`src/rtl/pipe_stage_reg_pkg.sv`:
```
// pipe_stage_reg_pkg: shared CPU pipeline types for the stage-boundary registers.
//   word_t       - default machine word (sets the default WORD_W)
//   pipe_state_t - occupancy of a skid-buffered stage {PS_EMPTY, PS_BUSY, PS_FULL}
//   NOP_INSTR    - instruction word presented while a bubble is held
package pipe_stage_reg_pkg;

    typedef logic [31:0] word_t;

    typedef enum logic [1:0] {
        PS_EMPTY,
        PS_BUSY,
        PS_FULL
    } pipe_state_t;

    localparam word_t NOP_INSTR = '0;

endpackage

```
`src/rtl/pipe_stage_reg_if.sv`:
```
// pipe_stage_reg_if: all handshake/payload signals of one pipeline boundary.
//   master modport - upstream stage + downstream consumer + hazard unit side
//   slave  modport - the boundary register itself
// Signals: in_valid/in_ready/in_npc/in_instr/in_side (upstream), flush,
//          out_valid/out_ready/out_npc/out_instr/out_side (downstream).
interface pipe_stage_reg_if #(
    parameter int unsigned WORD_W = 32,
    parameter int unsigned SIDE_W = 8
);

    logic              in_valid;
    logic              in_ready;
    logic [WORD_W-1:0] in_npc;
    logic [WORD_W-1:0] in_instr;
    logic [SIDE_W-1:0] in_side;
    logic              flush;
    logic              out_valid;
    logic              out_ready;
    logic [WORD_W-1:0] out_npc;
    logic [WORD_W-1:0] out_instr;
    logic [SIDE_W-1:0] out_side;

    modport master (
        output in_valid, in_npc, in_instr, in_side, flush, out_ready,
        input  in_ready, out_valid, out_npc, out_instr, out_side
    );

    modport slave (
        input  in_valid, in_npc, in_instr, in_side, flush, out_ready,
        output in_ready, out_valid, out_npc, out_instr, out_side
    );

endinterface

```
`src/rtl/pipe_stage_reg_sat_counter.sv`:
```
// pipe_stage_reg_sat_counter: event counter that sticks at all-ones.
//   CLK, nRST (async, active-low) - clock / reset to zero
//   inc_i   - count one event this cycle
//   clear_i - synchronous clear (wins over inc_i)
//   cnt_o   - current count
module pipe_stage_reg_sat_counter #(
    parameter int unsigned W = 32
) (
    input  logic         CLK,
    input  logic         nRST,
    input  logic         inc_i,
    input  logic         clear_i,
    output logic [W-1:0] cnt_o
);

    logic [W-1:0] cnt_q;
    logic [W-1:0] cnt_d;

    always_comb begin
        cnt_d = cnt_q;
        if (clear_i) begin
            cnt_d = '0;
        end else if (inc_i && (cnt_q != '1)) begin
            cnt_d = cnt_q + W'(1);
        end
    end

    always_ff @(posedge CLK or negedge nRST) begin
        if (!nRST) begin
            cnt_q <= '0;
        end else begin
            cnt_q <= cnt_d;
        end
    end

    assign cnt_o = cnt_q;

endmodule

```
`src/rtl/pipe_stage_reg.sv`:
```
// pipe_stage_reg: pipeline boundary register (npc, instruction, sideband)
// with valid/ready handshake and flush-to-bubble.
//   CLK  - clock, rising edge
//   nRST - asynchronous active-low reset; empties the stage
//   bus  - pipe_stage_reg_if.slave: in_* upstream side, out_* downstream
//          side, flush from the hazard unit
//   SKID = 0: single register, in_ready = out_ready | ~out_valid
//   SKID = 1: main + one-entry skid register, in_ready decoded from state
// Optional build macro PIPE_STAGE_STATS_EN adds stall_cnt / flush_cnt
// (32-bit saturating) output ports.
module pipe_stage_reg
    import pipe_stage_reg_pkg::*;
#(
    parameter int unsigned WORD_W = $bits(word_t),
    parameter int unsigned SIDE_W = 8,
    parameter int unsigned SKID   = 1
) (
    input  logic CLK,
    input  logic nRST,
    pipe_stage_reg_if.slave bus
`ifdef PIPE_STAGE_STATS_EN
    ,
    output logic [31:0] stall_cnt,
    output logic [31:0] flush_cnt
`endif
);

    typedef struct packed {
        logic [WORD_W-1:0] npc;
        logic [WORD_W-1:0] instr;
        logic [SIDE_W-1:0] side;
    } stage_t;

    localparam logic [WORD_W-1:0] NOP_W = WORD_W'(NOP_INSTR);

    stage_t in_pl;
    stage_t main_w;
    logic   valid_w;
    logic   in_ready_w;

    assign in_pl = '{npc: bus.in_npc, instr: bus.in_instr, side: bus.in_side};

    if (SKID == 0) begin : g_noskid

        logic   valid_q, valid_d;
        stage_t main_q, main_d;

        assign in_ready_w = bus.out_ready | ~valid_q;

        always_comb begin
            valid_d = valid_q;
            main_d  = main_q;
            if (bus.flush) begin
                // npc/side keep their old values; only the instruction is squashed
                valid_d      = 1'b0;
                main_d.instr = NOP_W;
            end else if (bus.in_valid && in_ready_w) begin
                valid_d = 1'b1;
                main_d  = in_pl;
            end else if (valid_q && bus.out_ready) begin
                valid_d = 1'b0;
            end
        end

        always_ff @(posedge CLK or negedge nRST) begin
            if (!nRST) begin
                valid_q <= 1'b0;
                main_q  <= '0;
            end else begin
                valid_q <= valid_d;
                main_q  <= main_d;
            end
        end

        assign valid_w = valid_q;
        assign main_w  = main_q;

    end else begin : g_skid

        pipe_state_t state_q, state_d;
        stage_t      main_q, main_d;
        stage_t      skid_q, skid_d;

        // Ready comes straight from the state flop, so downstream out_ready
        // never reaches upstream combinationally.
        assign in_ready_w = (state_q != PS_FULL);

        always_comb begin
            state_d = state_q;
            main_d  = main_q;
            skid_d  = skid_q;
            if (bus.flush) begin
                state_d      = PS_EMPTY;
                main_d.instr = NOP_W;
                skid_d       = '0;
            end else begin
                unique case (state_q)
                    PS_EMPTY: begin
                        if (bus.in_valid) begin
                            state_d = PS_BUSY;
                            main_d  = in_pl;
                        end
                    end
                    PS_BUSY: begin
                        if (bus.in_valid && bus.out_ready) begin
                            main_d = in_pl;
                        end else if (bus.in_valid) begin
                            state_d = PS_FULL;
                            skid_d  = in_pl;
                        end else if (bus.out_ready) begin
                            state_d = PS_EMPTY;
                        end
                    end
                    PS_FULL: begin
                        if (bus.out_ready) begin
                            state_d = PS_BUSY;
                            main_d  = skid_q;
                            skid_d  = '0;
                        end
                    end
                    default: state_d = PS_EMPTY;
                endcase
            end
        end

        always_ff @(posedge CLK or negedge nRST) begin
            if (!nRST) begin
                state_q <= PS_EMPTY;
                main_q  <= '0;
                skid_q  <= '0;
            end else begin
                state_q <= state_d;
                main_q  <= main_d;
                skid_q  <= skid_d;
            end
        end

        assign valid_w = (state_q != PS_EMPTY);
        assign main_w  = main_q;

    end

    assign bus.in_ready  = in_ready_w;
    assign bus.out_valid = valid_w;
    assign bus.out_npc   = main_w.npc;
    assign bus.out_instr = main_w.instr;
    assign bus.out_side  = main_w.side;

`ifdef PIPE_STAGE_STATS_EN
    // An occupied skid always implies out_valid, so out_valid alone
    // covers "stage holds something" for the flush counter.
    pipe_stage_reg_sat_counter #(.W(32)) u_stall_cnt (
        .CLK     (CLK),
        .nRST    (nRST),
        .inc_i   (valid_w & ~bus.out_ready),
        .clear_i (1'b0),
        .cnt_o   (stall_cnt)
    );

    pipe_stage_reg_sat_counter #(.W(32)) u_flush_cnt (
        .CLK     (CLK),
        .nRST    (nRST),
        .inc_i   (bus.flush & valid_w),
        .clear_i (1'b0),
        .cnt_o   (flush_cnt)
    );
`endif

endmodule

```
`src/flat_wrapper.sv`:
```
// flat-port wrapper written by rule: the top's interface ports become plain ports
module pipe_stage_reg_flat import pipe_stage_reg_pkg::*;
#(
    parameter int unsigned WORD_W = $bits(word_t),
    parameter int unsigned SIDE_W = 8,
    parameter int unsigned SKID   = 1
)
  (CLK, nRST, bus_in_valid, bus_in_npc, bus_in_instr, bus_in_side, bus_flush, bus_out_ready, bus_in_ready, bus_out_valid, bus_out_npc, bus_out_instr, bus_out_side);
  pipe_stage_reg_if #(.WORD_W(WORD_W), .SIDE_W(SIDE_W)) bus_i ();
  input  logic CLK;
  input  logic nRST;
  input wire logic [$bits(bus_i.in_valid)-1:0] bus_in_valid;
  input wire logic [$bits(bus_i.in_npc)-1:0] bus_in_npc;
  input wire logic [$bits(bus_i.in_instr)-1:0] bus_in_instr;
  input wire logic [$bits(bus_i.in_side)-1:0] bus_in_side;
  input wire logic [$bits(bus_i.flush)-1:0] bus_flush;
  input wire logic [$bits(bus_i.out_ready)-1:0] bus_out_ready;
  output wire logic [$bits(bus_i.in_ready)-1:0] bus_in_ready;
  output wire logic [$bits(bus_i.out_valid)-1:0] bus_out_valid;
  output wire logic [$bits(bus_i.out_npc)-1:0] bus_out_npc;
  output wire logic [$bits(bus_i.out_instr)-1:0] bus_out_instr;
  output wire logic [$bits(bus_i.out_side)-1:0] bus_out_side;
  assign bus_i.in_valid = bus_in_valid;
  assign bus_i.in_npc = bus_in_npc;
  assign bus_i.in_instr = bus_in_instr;
  assign bus_i.in_side = bus_in_side;
  assign bus_i.flush = bus_flush;
  assign bus_i.out_ready = bus_out_ready;
  assign bus_in_ready = bus_i.in_ready;
  assign bus_out_valid = bus_i.out_valid;
  assign bus_out_npc = bus_i.out_npc;
  assign bus_out_instr = bus_i.out_instr;
  assign bus_out_side = bus_i.out_side;
  pipe_stage_reg #(.WORD_W(WORD_W), .SIDE_W(SIDE_W), .SKID(SKID)) u_core (.CLK(CLK), .nRST(nRST), .bus(bus_i));
endmodule
```
`config.mk`:
```
export PLATFORM = sky130hd
export DESIGN_NAME = pipe_stage_reg_flat
export DESIGN_NICKNAME = d
export VERILOG_FILES = /design/src/rtl/pipe_stage_reg_pkg.sv /design/src/rtl/pipe_stage_reg_if.sv /design/src/rtl/pipe_stage_reg_sat_counter.sv /design/src/rtl/pipe_stage_reg.sv /design/src/flat_wrapper.sv
export SDC_FILE = /design/constraint.sdc
export NUM_CORES = 1
export LEC_CHECK = 0
export ABC_AREA = 1
export BUFFER_PORTS_ARGS = -buffer_cell sky130_fd_sc_hd__buf_4
export CAP_MARGIN = 30
export CORE_ASPECT_RATIO = 0.5
export CORE_MARGIN = 2
export CORE_UTILIZATION = 40
export DETAILED_ROUTE_END_ITERATION = 8
export PLACE_DENSITY = 0.68
export SYNTH_ARGS = -nofsm -noshare
export SYNTH_HDL_FRONTEND = slang
export SYNTH_SLANG_ARGS = --single-unit
```
`constraint.sdc`:
```
create_clock -name CLK -period 1.3 [get_ports CLK]
set_input_delay 0.325 -clock CLK [delete_from_list [all_inputs] [get_ports CLK]]
set_output_delay 0.325 -clock CLK [all_outputs]
set_load 0.02 [all_outputs]
```
== After elaboration in Yosys (flattened, before gate mapping) ==
Index checks and enable logic that the tools add are counted.

* Flip-flop bits (word level): 146
* Input bits: 77
* Output and inout port bits: 74
* Logic and storage cells: 46

* Equality and inequality tests: 12
* Mux-type cells: 16
* Bitwise operators: 1
* Reduce and logical (&&, ||, !) cells: 10

{| class="wikitable"
|+ Operators by type and width
! kind !! number
|-
| $mux W72 || 6
|-
| $pmux W72 S3 || 1
|-
| $pmux W72 S2 || 1
|-
| $mux W32 || 1
|-
| $mux W2 || 6
|-
| $ne A3 B3 Y1 const B || 4
|-
| $reduce_and A4 Y1 || 3
|-
| $ne A2 B2 Y1 const B || 3
|-
| $pmux W2 S3 || 1
|-
| $reduce_bool A3 Y1 || 2
|-
| $reduce_and A5 Y1 || 1
|-
| $ne A4 B4 Y1 const B || 1
|-
| $reduce_bool A4 Y1 || 1
|-
| $ne A3 B2 Y1 const B || 1
|-
| $eq A2 B1 Y1 const B || 1
|-
| $eq A2 B2 Y1 const B || 1
|-
| $logic_not A2 Y1 || 1
|-
| $ne A2 B1 Y1 const B || 1
|-
| $reduce_bool A2 Y1 || 1
|-
| $logic_and A1 B1 Y1 || 1
|-
| $not A1 Y1 || 1
|}

== Depth between registers and ports, before layout ==
* Depth in word-level cells: 5
* Mapped depth: 9
* Depth with buffers taken out: 8

== Worst setup path before layout ==
Ideal clock, no wire load.

* Path kind: input to register
* Start point: in bus_flush
* End point: reg u_core.g_skid.skid_q[0] in the netlist's numbering
* Library setup time: 0.117 ns
* Data arrival time: 1.274 ns
* Data required time: 1.183 ns
* Slack: -0.090 ns
* Cell stages on the path: 9
* Buffers on the path: 3
* Cells stage by stage: buf_2 -> inv_2 -> nand3_1 -> nand2_1 -> nand2_2 -> buf_4 -> buf_2 -> nand3_1 -> nand2_1

* Cells in the longest elaborated chain, start to end: 2
* Elaborated cells on any way between the ends: 6
* Those cells by class: 3 x eq/ne; 1 x mux; 2 x reduce/logical

{| class="wikitable"
|+ RTL lines
! what !! line !! RTL
|-
| start, declared || flat_wrapper.sv:16 || <nowiki>input wire logic [$bits(bus_i.flush)-1:0] bus_flush;</nowiki>
|-
| $ne A3 B3 Y1 (no source line) or $reduce_bool A3 Y1 (tied branches) || n/a ||
|-
| $reduce_and A4 Y1 (no source line) || n/a ||
|-
| end signal, assigned || pipe_stage_reg.sv:134 || <nowiki>skid_q <= skid_d;</nowiki>
|-
| end, declared || pipe_stage_reg.sv:82 || <nowiki>stage_t skid_q, skid_d;</nowiki>
|}

Several ways; a longest one is shown, not always the timed one.
A chain may end at the register's enable or synchronous reset.

== Worst setup path after layout ==
* Start point: reg u_core.g_skid.state_q[0]
* End point: out bus_out_valid

* Cells in the longest elaborated chain, start to end: 1

{| class="wikitable"
|+ RTL lines
! what !! line !! RTL
|-
| start, declared || pipe_stage_reg.sv:80 || <nowiki>pipe_state_t state_q, state_d;</nowiki>
|-
| start signal, assigned || pipe_stage_reg.sv:132 || <nowiki>state_q <= state_d;</nowiki>
|-
| $reduce_bool A2 Y1 || pipe_stage_reg.sv:138 || <nowiki>assign valid_w = (state_q != PS_EMPTY);</nowiki>
|-
| end, declared || flat_wrapper.sv:19 || <nowiki>output wire logic [$bits(bus_i.out_valid)-1:0] bus_out_valid;</nowiki>
|}

No other way between the ends.

==> metrics.cfg <==
[route]
drc = 0
wire_per_inst_microns = 19.2
vias = 7867
ant_nets = 0
first_iter_violations = 659
dr.pass1.iters = 8
wl_microns = 28700
routed_via_density = 5.27

[timing]
slew_headroom_pct = 67.2
min_period_ps = 1650
finalCritPeriodShare_pct = 127
tightest_slew_ps = 493
fin_skew_ps = 9.71
rsz0062_at_grt = yes
setup_slack_ps = -353
setup_viol = 150
fmax_mhz = 605
drv_slew = 0
finalHoldViolCount = 0

[layout]
insertedDiodeCount = 0
multi_input_area_sq_um = 3670
synthToLayoutAreaGrowth_pct = 68.3
final_core_util_pct = 68.9
seqCellArea_sq_um = 3650
drive_gt1_share_pct = 39.6
nets = 1323
num-fill-cells = 1304

[worst_setup_path]
critPathRequiredTime_ps = 980
crit_path_start = u_core.g_skid.state_q[0]$_DFFE_PN0P_
cpMostUsedCell = buf_6
slowest_stage = dfrtp_1
cp.arrival_ps = 1330
cp_max_fo = 3
critPathMaxStageDelay_ps = 400
end_kind = output pin
path_cells = inv_2 -> buf_6 -> nand2_4 -> buf_6 -> buf_6
rr_startpoint = u_core.g_skid.state_q[1]$_DFFE_PN0P_
cp-start-kind = flop
critPathKind = flop to output pin
path_delay_family = buffers and inverters
crit_buf_inv = 4

[global_route]
first_global_vias = 6794
track_usage_pct = 23.6
grt_max_degree = 43
overflow = 0
grt_first_pass_wirelength_microns = 34900
antenna_found_initial = 0

[synth]
ys_types = 16
seq_area_frac_synth_pct = 51.3
synthMuxAreaShare_pct = 0
syn_nets = 1071
synthCells = 994
ys_ff_latch = 146
synth_top_family_by_area = simple AND/OR/NAND/NOR gates
netlist_top_cells_area = dfrtp_1 51%, nand2_1 25%, nand3_1 7.8%
yosysTopAreaCellShare_pct = 51.3
yosysWarnings = 0
ys.flop_type = dfrtp_1
synth_area_sq_um = 7120
synth-async-reset-ratio_pct = 100
synth_top_cell_by_area = dfrtp_1
avgSynthCellArea_sq_um = 7.16
synthAdderAreaFrac_pct = 0
synth_commonest_cells = 475 x nand2_1, 146 x dfrtp_1, 111 x nand3_1
synth-xor-area-share_pct = 0
synth-edff-count = 0
yosysMostFrequentCell = nand2_1
synthSimpleGateAreaFrac_pct = 37.4
synth_compound_area_share_pct = 2.95

[clock_network]
cts_buffers = 17
h-tree-depth = 4
path_clk_slew_ps = 60
insertion_delay_ps = 410
clockBufferDepth = 2
cts_tree = done
cts_root_buffer = clkbuf_16
cts.sinks = 146

[pwr]
comb_power_share_pct = 35.1
power_mw = 16.9
switchingPower_mw = 5.72
irDropWorstVdd_mv = 0.846
internal_power_mw = 11.2
power_frac_clock_pct = 29.3
seqPwrFrac_pct = 35.6
switching_share_pct = 33.8
p_leak_nw = 6.49
p_per_area_nw_per_um2 = 1410

[die]
initial_utilization_pct = 40.9
row_count = 34
ios = 151
die_x_microns = 193
dieArea_sq_um = 19000
die_h_microns = 98.4
core_area_sq_um = 17400

[place]
dp_hpwl_microns = 12200
gp_congestion = 0.757
portBuffers = 150

[run]
maxCapViolCount = 0

[worst_hold_path]
min_path_type = input port to flop
min_from = bus_in_instr[28]

[outcome]
violations = negative setup slack
status = finished, violations left

-- sequential cells by signal, indices dropped and copies added (netlist names) --
name and cells:
u_core.bus.out_instr 32, u_core.bus.out_npc 32, u_core.bus.out_side 8, u_core.g_skid.skid_q 72
u_core.g_skid.state_q 2
-- layout by cell type (no fill, tap or decap), types with 16 or more instances in the layout --
| cell type | n |
|---|---|
| nand2_1 | 364 |
| dfrtp_1 | 145 |
| buf_4 | 141 |
| nand3_1 | 93 |
| buf_6 | 87 |
| nand2_2 | 84 |
| inv_1 | 74 |
| nor2_1 | 51 |
| clkbuf_16 | 36 |
| o21ai_1 | 30 |
| nand2_4 | 28 |
| buf_12 | 23 |
| nor2_4 | 17 |
| nand3_2 | 16 |
-- worst min-delay path, stage by stage --
cell and delay (ps):
buf_4 90, nand2_1 60, nand2_1 70, nand2_2 40, nand2_1 50
-- final cells by class --
cell class | count | share of cell area, %
inverter | 79 | 2.60
timing repair buffer | 292 | 28.9
clock buffer | 21 | 3.84
sequential | 146 | 30.5
tap | 234 | 2.44
multi-input combinational | 710 | 30.6
clock inverter | 11 | 1.10
-- routing by layer --
layer	track usage [%]	wire, microns	up-vias
li1	-	-	3570
met1	32.7	12200	3830
met2	36.4	13100	395
met3	5.39	2640	72
met4	7.81	715	0
met5	0	0	-
-- per-stage QoR --
stage / std cells / instance area, sq um / hold WS [ps] / TNS [ps] / worst slack [ps]
final: 1493 / 12000 / 243 / -35800 / -353
after global placement: 1350 / 8740 / 231 / -10090 / -132
after CTS: 1418 / 10300 / 215 / -24850 / -312
after floorplan: 994 / 7150 / 29.4 / -2180 / -28.2
after detailed placement: 1350 / 8740 / 238 / -15510 / -155
after global routing: 1493 / 12000 / 252 / -47050 / -406
-- power by group through the flow --
stage                     Combinational [mW]  Sequential (mW)  Clock, mW
after floorplan                         1.44             6.37          0
after global placement                  3.56             5.85          0
after detailed placement                3.62             5.87          0
after CTS                               4.29             5.83       5.02
after global routing                    6.26             6.08       5.25
final                                   5.93             6.01       4.96
-- path summary, 6_finish.rpt --
kind | to | slack, ps | depth (start not counted)
min in group asynchronous | u_core.bus.out_npc[14]$_DFFE_PN0P_ | 360 | 2
setup reg to reg | u_core.bus.out_npc[28]$_DFFE_PN0P_ | -340 | 10
hold reg to reg | u_core.g_skid.skid_q[52]$_DFFE_PN0P_ | 470 | 2
hold / removal | u_core.bus.out_instr[28]$_DFFE_PN0P_ | 240 | 5
setup / recovery | bus_out_valid | -350 | 5
max in group asynchronous | u_core.g_skid.skid_q[70]$_DFFE_PN0P_ | 380 | 3
-- kinds of logic (layout without fill, tap and decap cells) --
| family | count (synthesis) | count (layout) |
|---|---|---|
| AND/OR/NAND/NOR | 666 | 668 |
| flip-flops | 146 | 146 |
| buffers and inverters | 140 | 403 |
| AO/OA/AOI/OAI | 42 | 42 |
-- timing repair --
action                                  in CTS  in global routing
resized for setup                          152                222
endpoints found under the setup margin     172                217
cloned                                      16                 28
hold buffers                                 1                  0
pin swaps                                   41                 39
buffers inserted                            19                 54
endpoints found under the hold margin       26                  0
(Power assumes the default switching activity.)
